<file path="config.mk">
export PLATFORM = sky130hd
export DESIGN_NAME = decode_ctrl_stage
export DESIGN_NICKNAME = d
export VERILOG_FILES = /design/src/rtl/decode_ctrl_stage.sv
export SDC_FILE = /design/constraint.sdc
export NUM_CORES = 1
export LEC_CHECK = 0
export BUFFER_PORTS_ARGS = -buffer_cell sky130_fd_sc_hd__buf_4
export CORE_MARGIN = 2
export CORE_UTILIZATION = 47
export CTS_CLUSTER_DIAMETER = 80
export CTS_CLUSTER_SIZE = 20
export DETAILED_ROUTE_END_ITERATION = 16
export PLACE_DENSITY = 0.86
export REMOVE_ABC_BUFFERS = 1
export SYNTH_ARGS = -nofsm -noshare
export SYNTH_HDL_FRONTEND = slang
export SYNTH_SLANG_ARGS = --single-unit
</file>
<file path="constraint.sdc">
create_clock -name clk -period 2.4 [get_ports clk]
set_clock_uncertainty 0.15 [all_clocks]
set_input_delay 0.12 -clock clk [delete_from_list [all_inputs] [get_ports clk]]
set_output_delay 0.12 -clock clk [all_outputs]
set_load 0.02 [all_outputs]
</file>
<file path="src/rtl/decode_ctrl_stage.sv">
// Decode/control register stage: classifies the opcode, extracts register
// indices and the sign-extended immediate, and presents them one cycle later
// behind a valid/ready handshake with a load-use interlock and a flush.
module decode_ctrl_stage #(
  parameter int unsigned XLEN = 32
) (
  input  logic            clk,
  input  logic            rst,
  input  logic            in_valid,
  output logic            in_ready,
  input  logic [31:0]     instr,
  input  logic            flush,
  output logic            out_valid,
  input  logic            out_ready,
  output logic [1:0]      ALUOp,
  output logic [2:0]      funct3,
  output logic [6:0]      funct7,
  output logic [4:0]      rd,
  output logic [4:0]      rs1,
  output logic [4:0]      rs2,
  output logic [XLEN-1:0] imm,
  output logic            RegWrite,
  output logic            MemRead,
  output logic            MemWrite,
  output logic            Branch,
  output logic            ALUSrc,
  output logic            illegal
);

  localparam logic [6:0] OpR      = 7'b0110011;
  localparam logic [6:0] OpI      = 7'b0010011;
  localparam logic [6:0] OpLoad   = 7'b0000011;
  localparam logic [6:0] OpStore  = 7'b0100011;
  localparam logic [6:0] OpBranch = 7'b1100011;

  // Registered bundle
  logic            out_valid_q, out_valid_d;
  logic [1:0]      aluop_q, aluop_d;
  logic [2:0]      funct3_q, funct3_d;
  logic [6:0]      funct7_q, funct7_d;
  logic [4:0]      rd_q, rd_d;
  logic [4:0]      rs1_q, rs1_d;
  logic [4:0]      rs2_q, rs2_d;
  logic [XLEN-1:0] imm_q, imm_d;
  logic            regwrite_q, regwrite_d;
  logic            memread_q, memread_d;
  logic            memwrite_q, memwrite_d;
  logic            branch_q, branch_d;
  logic            alusrc_q, alusrc_d;
  logic            illegal_q, illegal_d;

  // Decoded view of the incoming instruction
  logic [1:0]      dec_aluop;
  logic [6:0]      dec_funct7;
  logic [XLEN-1:0] dec_imm;
  logic            dec_regwrite, dec_memread, dec_memwrite, dec_branch, dec_alusrc;
  logic            dec_illegal;
  logic            uses_rs1, uses_rs2;
  logic            hazard;
  logic            accept;

  // Opcode classification, control enables and immediate formation
  always_comb begin
    dec_aluop    = 2'b00;
    dec_funct7   = 7'b0;
    dec_imm      = '0;
    dec_regwrite = 1'b0;
    dec_memread  = 1'b0;
    dec_memwrite = 1'b0;
    dec_branch   = 1'b0;
    dec_alusrc   = 1'b0;
    dec_illegal  = 1'b0;
    uses_rs1     = 1'b0;
    uses_rs2     = 1'b0;
    unique case (instr[6:0])
      OpR: begin
        dec_aluop    = 2'b00;
        dec_regwrite = 1'b1;
        dec_funct7   = instr[31:25];
        uses_rs1     = 1'b1;
        uses_rs2     = 1'b1;
      end
      OpI: begin
        dec_aluop    = 2'b01;
        dec_regwrite = 1'b1;
        dec_alusrc   = 1'b1;
        dec_imm      = {{(XLEN-12){instr[31]}}, instr[31:20]};
        uses_rs1     = 1'b1;
      end
      OpLoad: begin
        dec_aluop    = 2'b10;
        dec_regwrite = 1'b1;
        dec_memread  = 1'b1;
        dec_alusrc   = 1'b1;
        dec_imm      = {{(XLEN-12){instr[31]}}, instr[31:20]};
        uses_rs1     = 1'b1;
      end
      OpStore: begin
        dec_aluop    = 2'b10;
        dec_memwrite = 1'b1;
        dec_alusrc   = 1'b1;
        dec_imm      = {{(XLEN-12){instr[31]}}, instr[31:25], instr[11:7]};
        uses_rs1     = 1'b1;
        uses_rs2     = 1'b1;
      end
      OpBranch: begin
        dec_aluop    = 2'b11;
        dec_branch   = 1'b1;
        dec_imm      = {{(XLEN-13){instr[31]}}, instr[31], instr[7], instr[30:25],
                        instr[11:8], 1'b0};
        uses_rs1     = 1'b1;
        uses_rs2     = 1'b1;
      end
      default: dec_illegal = 1'b1;
    endcase
  end

  // Load-use interlock; illegal instructions never use registers so never stall
  always_comb begin
    hazard = out_valid_q && memread_q && (rd_q != 5'd0) &&
             ((uses_rs1 && (instr[19:15] == rd_q)) ||
              (uses_rs2 && (instr[24:20] == rd_q)));
    in_ready = (!out_valid_q || out_ready) && !hazard && !flush;
    accept   = in_valid && in_ready;
  end

  // Next-state: flush kills, a transfer loads, a consume without refill empties
  always_comb begin
    out_valid_d = out_valid_q;
    aluop_d     = aluop_q;
    funct3_d    = funct3_q;
    funct7_d    = funct7_q;
    rd_d        = rd_q;
    rs1_d       = rs1_q;
    rs2_d       = rs2_q;
    imm_d       = imm_q;
    regwrite_d  = regwrite_q;
    memread_d   = memread_q;
    memwrite_d  = memwrite_q;
    branch_d    = branch_q;
    alusrc_d    = alusrc_q;
    illegal_d   = illegal_q;
    if (flush) begin
      out_valid_d = 1'b0;
    end else if (accept) begin
      out_valid_d = 1'b1;
      aluop_d     = dec_aluop;
      funct3_d    = instr[14:12];
      funct7_d    = dec_funct7;
      rd_d        = instr[11:7];
      rs1_d       = instr[19:15];
      rs2_d       = instr[24:20];
      imm_d       = dec_imm;
      regwrite_d  = dec_regwrite;
      memread_d   = dec_memread;
      memwrite_d  = dec_memwrite;
      branch_d    = dec_branch;
      alusrc_d    = dec_alusrc;
      illegal_d   = dec_illegal;
    end else if (out_ready) begin
      out_valid_d = 1'b0;
    end
  end

  // Bundle register with asynchronous clear
  always_ff @(posedge clk or posedge rst) begin
    if (rst) begin
      out_valid_q <= 1'b0;
      aluop_q     <= 2'b00;
      funct3_q    <= 3'b0;
      funct7_q    <= 7'b0;
      rd_q        <= 5'b0;
      rs1_q       <= 5'b0;
      rs2_q       <= 5'b0;
      imm_q       <= '0;
      regwrite_q  <= 1'b0;
      memread_q   <= 1'b0;
      memwrite_q  <= 1'b0;
      branch_q    <= 1'b0;
      alusrc_q    <= 1'b0;
      illegal_q   <= 1'b0;
    end else begin
      out_valid_q <= out_valid_d;
      aluop_q     <= aluop_d;
      funct3_q    <= funct3_d;
      funct7_q    <= funct7_d;
      rd_q        <= rd_d;
      rs1_q       <= rs1_d;
      rs2_q       <= rs2_d;
      imm_q       <= imm_d;
      regwrite_q  <= regwrite_d;
      memread_q   <= memread_d;
      memwrite_q  <= memwrite_d;
      branch_q    <= branch_d;
      alusrc_q    <= alusrc_d;
      illegal_q   <= illegal_d;
    end
  end

  assign out_valid = out_valid_q;
  assign ALUOp     = aluop_q;
  assign funct3    = funct3_q;
  assign funct7    = funct7_q;
  assign rd        = rd_q;
  assign rs1       = rs1_q;
  assign rs2       = rs2_q;
  assign imm       = imm_q;
  assign RegWrite  = regwrite_q;
  assign MemRead   = memread_q;
  assign MemWrite  = memwrite_q;
  assign Branch    = branch_q;
  assign ALUSrc    = alusrc_q;
  assign illegal   = illegal_q;

endmodule

</file>
[Word-level counts from Yosys, hierarchy flattened]
Index checks and enable logic that the tools add are counted.
Operators by class
  $add $sub $neg: 0
  multipliers: 0
  divide/modulo/power cells: 0
  order comparisons: 0
  equal/unequal tests: 7
  shift-type cells: 0
  muxes and demuxes: 14
  bitwise operators: 1
  reduce and logical (&&, ||, !) cells: 22
Operators with widths (count)
  32-bit case mux with 3 select lines: 1
  7-bit by 6-bit == test with 1-bit output, second input constant: 2
  1-bit 2-to-1 mux: 11
  5-bit == test: 2
  3-bit OR reduction: 3
  1-bit logical AND: 8
  7-bit by 2-bit == test with 1-bit output, second input constant: 1
  7-bit by 5-bit == test with 1-bit output, second input constant: 1
  7-bit == test, second input constant: 1
  7-bit 2-to-1 mux: 1
  2-bit case mux with 3 select lines: 1
  5-bit nonzero test: 1
  5-bit OR reduction: 1
  2-bit OR reduction: 2
  1-bit logical NOT: 3
  3-bit nonzero test: 1
  1-bit logical OR: 2
  2-bit AND reduction: 1
  1-bit NOT: 1
Storage, ports and cells
  register bits: 66
  latch bits: 0
  memory bits (writable): 0
  memory bits (read-only): 0
  input port bits: 37
  output and inout bits: 67
  word-level logic and storage cells: 58
  memories kept: 0

[Longest topological paths before layout]
  depth in word-level cells: 12
  depth in mapped cells: 8
  mapped depth without buffers: 5

[Worst setup path after synthesis]
No wires, ideal clock.
  kind: register -> output
  from: reg rd_q[0] (netlist: rd[0])
  to: out in_ready
  arrival: 1941 ps
  required time: 2130 ps
  slack: 189 ps
  cell stages (with the launch flop): 6
  buffers on the path: 0
  cell sequence: dfrtp_1 > or4_1 > o211ai_2 > inv_1 > o21a_1 > nor3_1
Between the ends
  longest elaborated chain between the ends: 7
  elaborated cells between the ends (all ways): 11
  classes of those cells: eq/ne (2); reduce/logical (9)
Ends and longest elaborated chain
  start: declaration: RTL line 41  | logic [4:0] rd_q, rd_d;
  start signal: assignment: RTL line 187  | rd_q <= rd_d;
  5-bit == test, on equally long branches: RTL line 121, 122
  1-bit logical AND, on equally long branches: RTL line 121, 122
  1-bit logical OR: RTL line 121  | ((uses_rs1 && (instr[19:15] == rd_q)) ||
  1-bit logical AND (*): RTL line 120  | hazard = out_valid_q && memread_q && (rd_q != 5'd0) &&
  1-bit logical NOT (*): RTL line 123  | in_ready = (!out_valid_q || out_ready) && !hazard && !flush;
  1-bit logical AND (*) (2 in series): RTL line 123
  end: declaration: RTL line 10  | output logic in_ready,
Every way passes the cells marked *; elsewhere a longest branch is shown, timed or not.

[Final worst setup path]
  from: reg rd_q[0] (netlist: rd[0])
  to: reg out_valid_q (netlist: out_valid)
Between the ends
  longest elaborated chain between the ends: 10
  elaborated cells between the ends (all ways): 15
  classes of those cells: eq/ne (2); mux (2); reduce/logical (11)
Ends and longest elaborated chain
  5-bit == test, on equally long branches: RTL line 121, 122
  1-bit logical AND, on equally long branches: RTL line 121, 122
  1-bit logical OR: RTL line 121
  1-bit logical AND (*): RTL line 120
  1-bit logical NOT (*): RTL line 123
  1-bit logical AND (*) (2 in series): RTL line 123
  1-bit logical AND (*): RTL line 124  | accept = in_valid && in_ready;
  1-bit 2-to-1 mux: RTL line 145  | end else if (accept) begin
  1-bit 2-to-1 mux: RTL line 143  | if (flush) begin
  end signal: assignment: RTL line 183  | out_valid_q <= out_valid_d;
  end: declaration: RTL line 37  | logic out_valid_q, out_valid_d;
Marked as above.
A chain may end at the register's enable or synchronous reset.

==> metrics.md <==
| Metric | Value |
|---|---|
| Commonest non-fill, non-tap cell in the layout | `buf_4` |
| Switching share of power | `30.2%` |
| Post-route ant nets | `0` |
| Setup CP Type | `flip-flop to flip-flop` |
| Layout cells sized above 1 | `46.5%` |
| Worst Path Arrival | `2.45 ns` |
| Placed inst area | `3110 um2` |
| Yosys top cell by area | `dfrtp_1` |
| Rel. slew slack | `35.4%` |
| Vias in the first global route | `1985` |
| Cell count after synthesis | `199` |
| Detailed Route WL | `6670 um` |
| Core ar. | `4820 um2` |
| Power Dens Cells | `537 nW/um2` |
| Outcome | `finished clean` |
| Max Clock Freq | `0.424 GHz` |
| CTS tree | `built` |
| Register share of total power | `48.2%` |
| Clock Tree Buf Depth | `2` |
| Vias/cell | `5.31` |
| Port bufs | `103` |
| MaxCap Viol Count | `0` |
| Fin. max-slew vios | `0` |
| Final worst path period need | `2.36 ns` |
| Initial antenna violation count | `0` |
| Die H | `75.4 um` |
| Internal power | `1.32 mW` |
| Fin Setup TNS | `0 ns` |
| Root buf cell | `clkbuf_8` |
| Comb power frac | `26.7%` |
| 1st-iter DRT viols | `183` |
| Least-Margin Pin Slew | `0.967 ns` |
| Leak pwr | `1.78 nW` |
| GRT Util Overall | `23.9%` |
| CTS H-tree depth | `2` |
| VDD IR max | `0.314 mV` |
| Final setup violation count | `0` |
| Syn Area/Cell | `12.1 um2` |
| DRC Markers | `0` |
| Via count | `2043` |
| Warnings, synthesis | `0` |
| Clk sinks | `47` |
| RSZ-0062 raised after global routing | `yes` |
| #FFs+latches synth | `47` |
| Total CTS buffers | `5` |
| Final Cell Area | `3530 um2` |
| Synth top area share | `49.0%` |
| HP Class | `primary input to flip-flop` |
| GPL Wtd Cong | `0.887` |
| Half-perimeter wire length after placement | `4270 um` |
| Clk pwr share | `25.0%` |
| Row count | `25` |
| Critical Path Start Type | `flip-flop` |
| Reg clk slew, reported paths | `0.09 ns` |
| Post-Syn Area | `2400 um2` |
| Most frequent cells in the layout | `buf_4 (107), dfrtp_1 (45), dlygate4sd3_1 (29)` |
| Post-route clock period utilization | `98.2%` |
| Power consumption | `1.89 mW` |
| GRT Residual Overflow | `0` |
| Sw power | `0.573 mW` |
| DRT Pass-1 Iters | `4` |
| Synth top area cells | `dfrtp_1 (49%), mux2_4 (10%), o2bb2ai_1 (6.2%)` |
| Critical Path Fanout Max | `5` |
| Layout area overhead | `47.1%` |
| Worst-skew pair later-pin latency | `0.30 ns` |
| First-pass GRT wire length | `10200 um` |
| Initial Utilization | `49.8%` |
| WL/cell | `17.3 um` |
| Crit end category | `flip-flop` |
| Seq/Total Area, Yosys | `49.0%` |
| Cell variety after synth | `39` |
| N_diodes | `0` |
| Die ar. | `5690 um2` |
| Final #Nets | `354` |
| Largest net degree at the start of global routing | `48` |
| I/O Pins | `104` |
| Fin. Hold Viols | `0` |
| Chip width | `75.4 um` |
| Worst Path Required | `2.49 ns` |
registers in the layout (all words and copies together), names as in the netlist:
name       count
funct7         7
rd             5
funct3         3
RegWrite       1
out_valid      1
MemWrite       1
ALUOp          2
illegal        1
ALUSrc         1
rs1            5
rs2            5
imm           13
Branch         1
MemRead        1
logic make-up (layout without fill, tap and decap cells):
logic type      after synthesis  in the layout  synth area share (%)
compound gates               42             42                  14.6
xor+xnor                     10             10                  3.65
buf+inv                      40            159                  10.6
flops                        47             47                  49.0
mux                          23             23                  13.2
simple gates                 37             37                  8.87
per-stage QoR:
stage	hold slack, ns	std cells	setup WS (ns)	utilization, %
finish	0.0211	385	0.0435	73.2
global route	0.0518	385	-0.0151	73.2
CTS	0.0192	384	0.0478	72.5
detailed placement	0.152	346	0.118	64.5
global placement	0.147	346	0.207	64.5
floorplan	0.0331	171	-0.777	-
power groups by stage:
stage,logic (mW),registers (mW),clock network (mW)
CTS,0.490,0.906,0.473
detailed placement,0.451,0.920,0
finish,0.506,0.913,0.474
global route,0.539,0.920,0.520
floorplan,0.159,0.994,0
global placement,0.444,0.918,0
critical path: stages, from the launching register on:
cell,delay (ns)
dfrtp_2,0.45
or4_4,0.57
o211ai_4,0.20
buf_6,0.14
o21ai_0,0.08
a21oi_1,0.15
dlygate4sd3_1,0.56
synth_stat cells:
cell       instances
or4_1              1
inv_1             12
xor2_1            10
nand2b_1           2
nand2_1            2
a22oi_1            1
nand3b_1           1
mux2_4            16
and3_1             1
nand3_1           10
nor4_1             1
o21ai_4            1
nand4bb_1          1
o211ai_2           1
a211o_1            1
buf_4             19
buf_6              4
mux2i_1            1
nor2b_1            2
o2111ai_1          1
nor3_1             6
a21bo_1            1
o21ai_0            4
and2_1             1
nor4bb_1           1
clkbuf_1           3
o21a_1             1
a22o_1             7
nor2_1             5
buf_2              2
a32o_1             2
o2bb2ai_1         17
dfrtp_1           47
a32oi_1            1
nand4_1            1
nor4_2             1
a21oi_1            4
nor3b_1            1
mux2_2             6
per-layer routing:
| layer | GRT usage (%) | wire (um) | vias up |
|---|---|---|---|
| met1 | 32.2 | 2660 | 1004 |
| met5 | 0 | 0 | - |
| li1 | - | - | 933 |
| met3 | 4.76 | 413 | 15 |
| met2 | 39.6 | 3460 | 91 |
| met4 | 6.43 | 131 | 0 |
path summary, 6_finish.rpt:
check / start / end / slack (ns) / cells after the start
hold reg to reg: imm[7] / imm[7] / 0.36 / 1
max in group asynchronous: rst / rd[1] / 0.99 / 3
hold / removal: instr[3] / imm[11] / 0.02 / 4
setup / recovery: rd[0] / out_valid / 0.04 / 6
min in group asynchronous: rst / funct7[5] / 0.45 / 3
setup reg to reg: rd[0] / out_valid / 0.04 / 6
final cells by class:
type	instances	area, um2
clock buffer	6	72.6
clock inverter	2	12.5
fill	331	1290
sequential	47	1180
tap	67	83.8
timing repair buffer	139	1140
inverter	12	45.0
multi-input combinational	112	991
repair_timing:
action                                  4_1_cts  5_1_grt
hold buffers                                 29        0
setup buffers                                 1        1
pin swaps                                     1        2
endpoints found under the setup margin        1        9
gates resized for setup                       0        7
endpoints found under the hold margin        81        0
No activity file was read; power rests on OpenSTA's default activity.
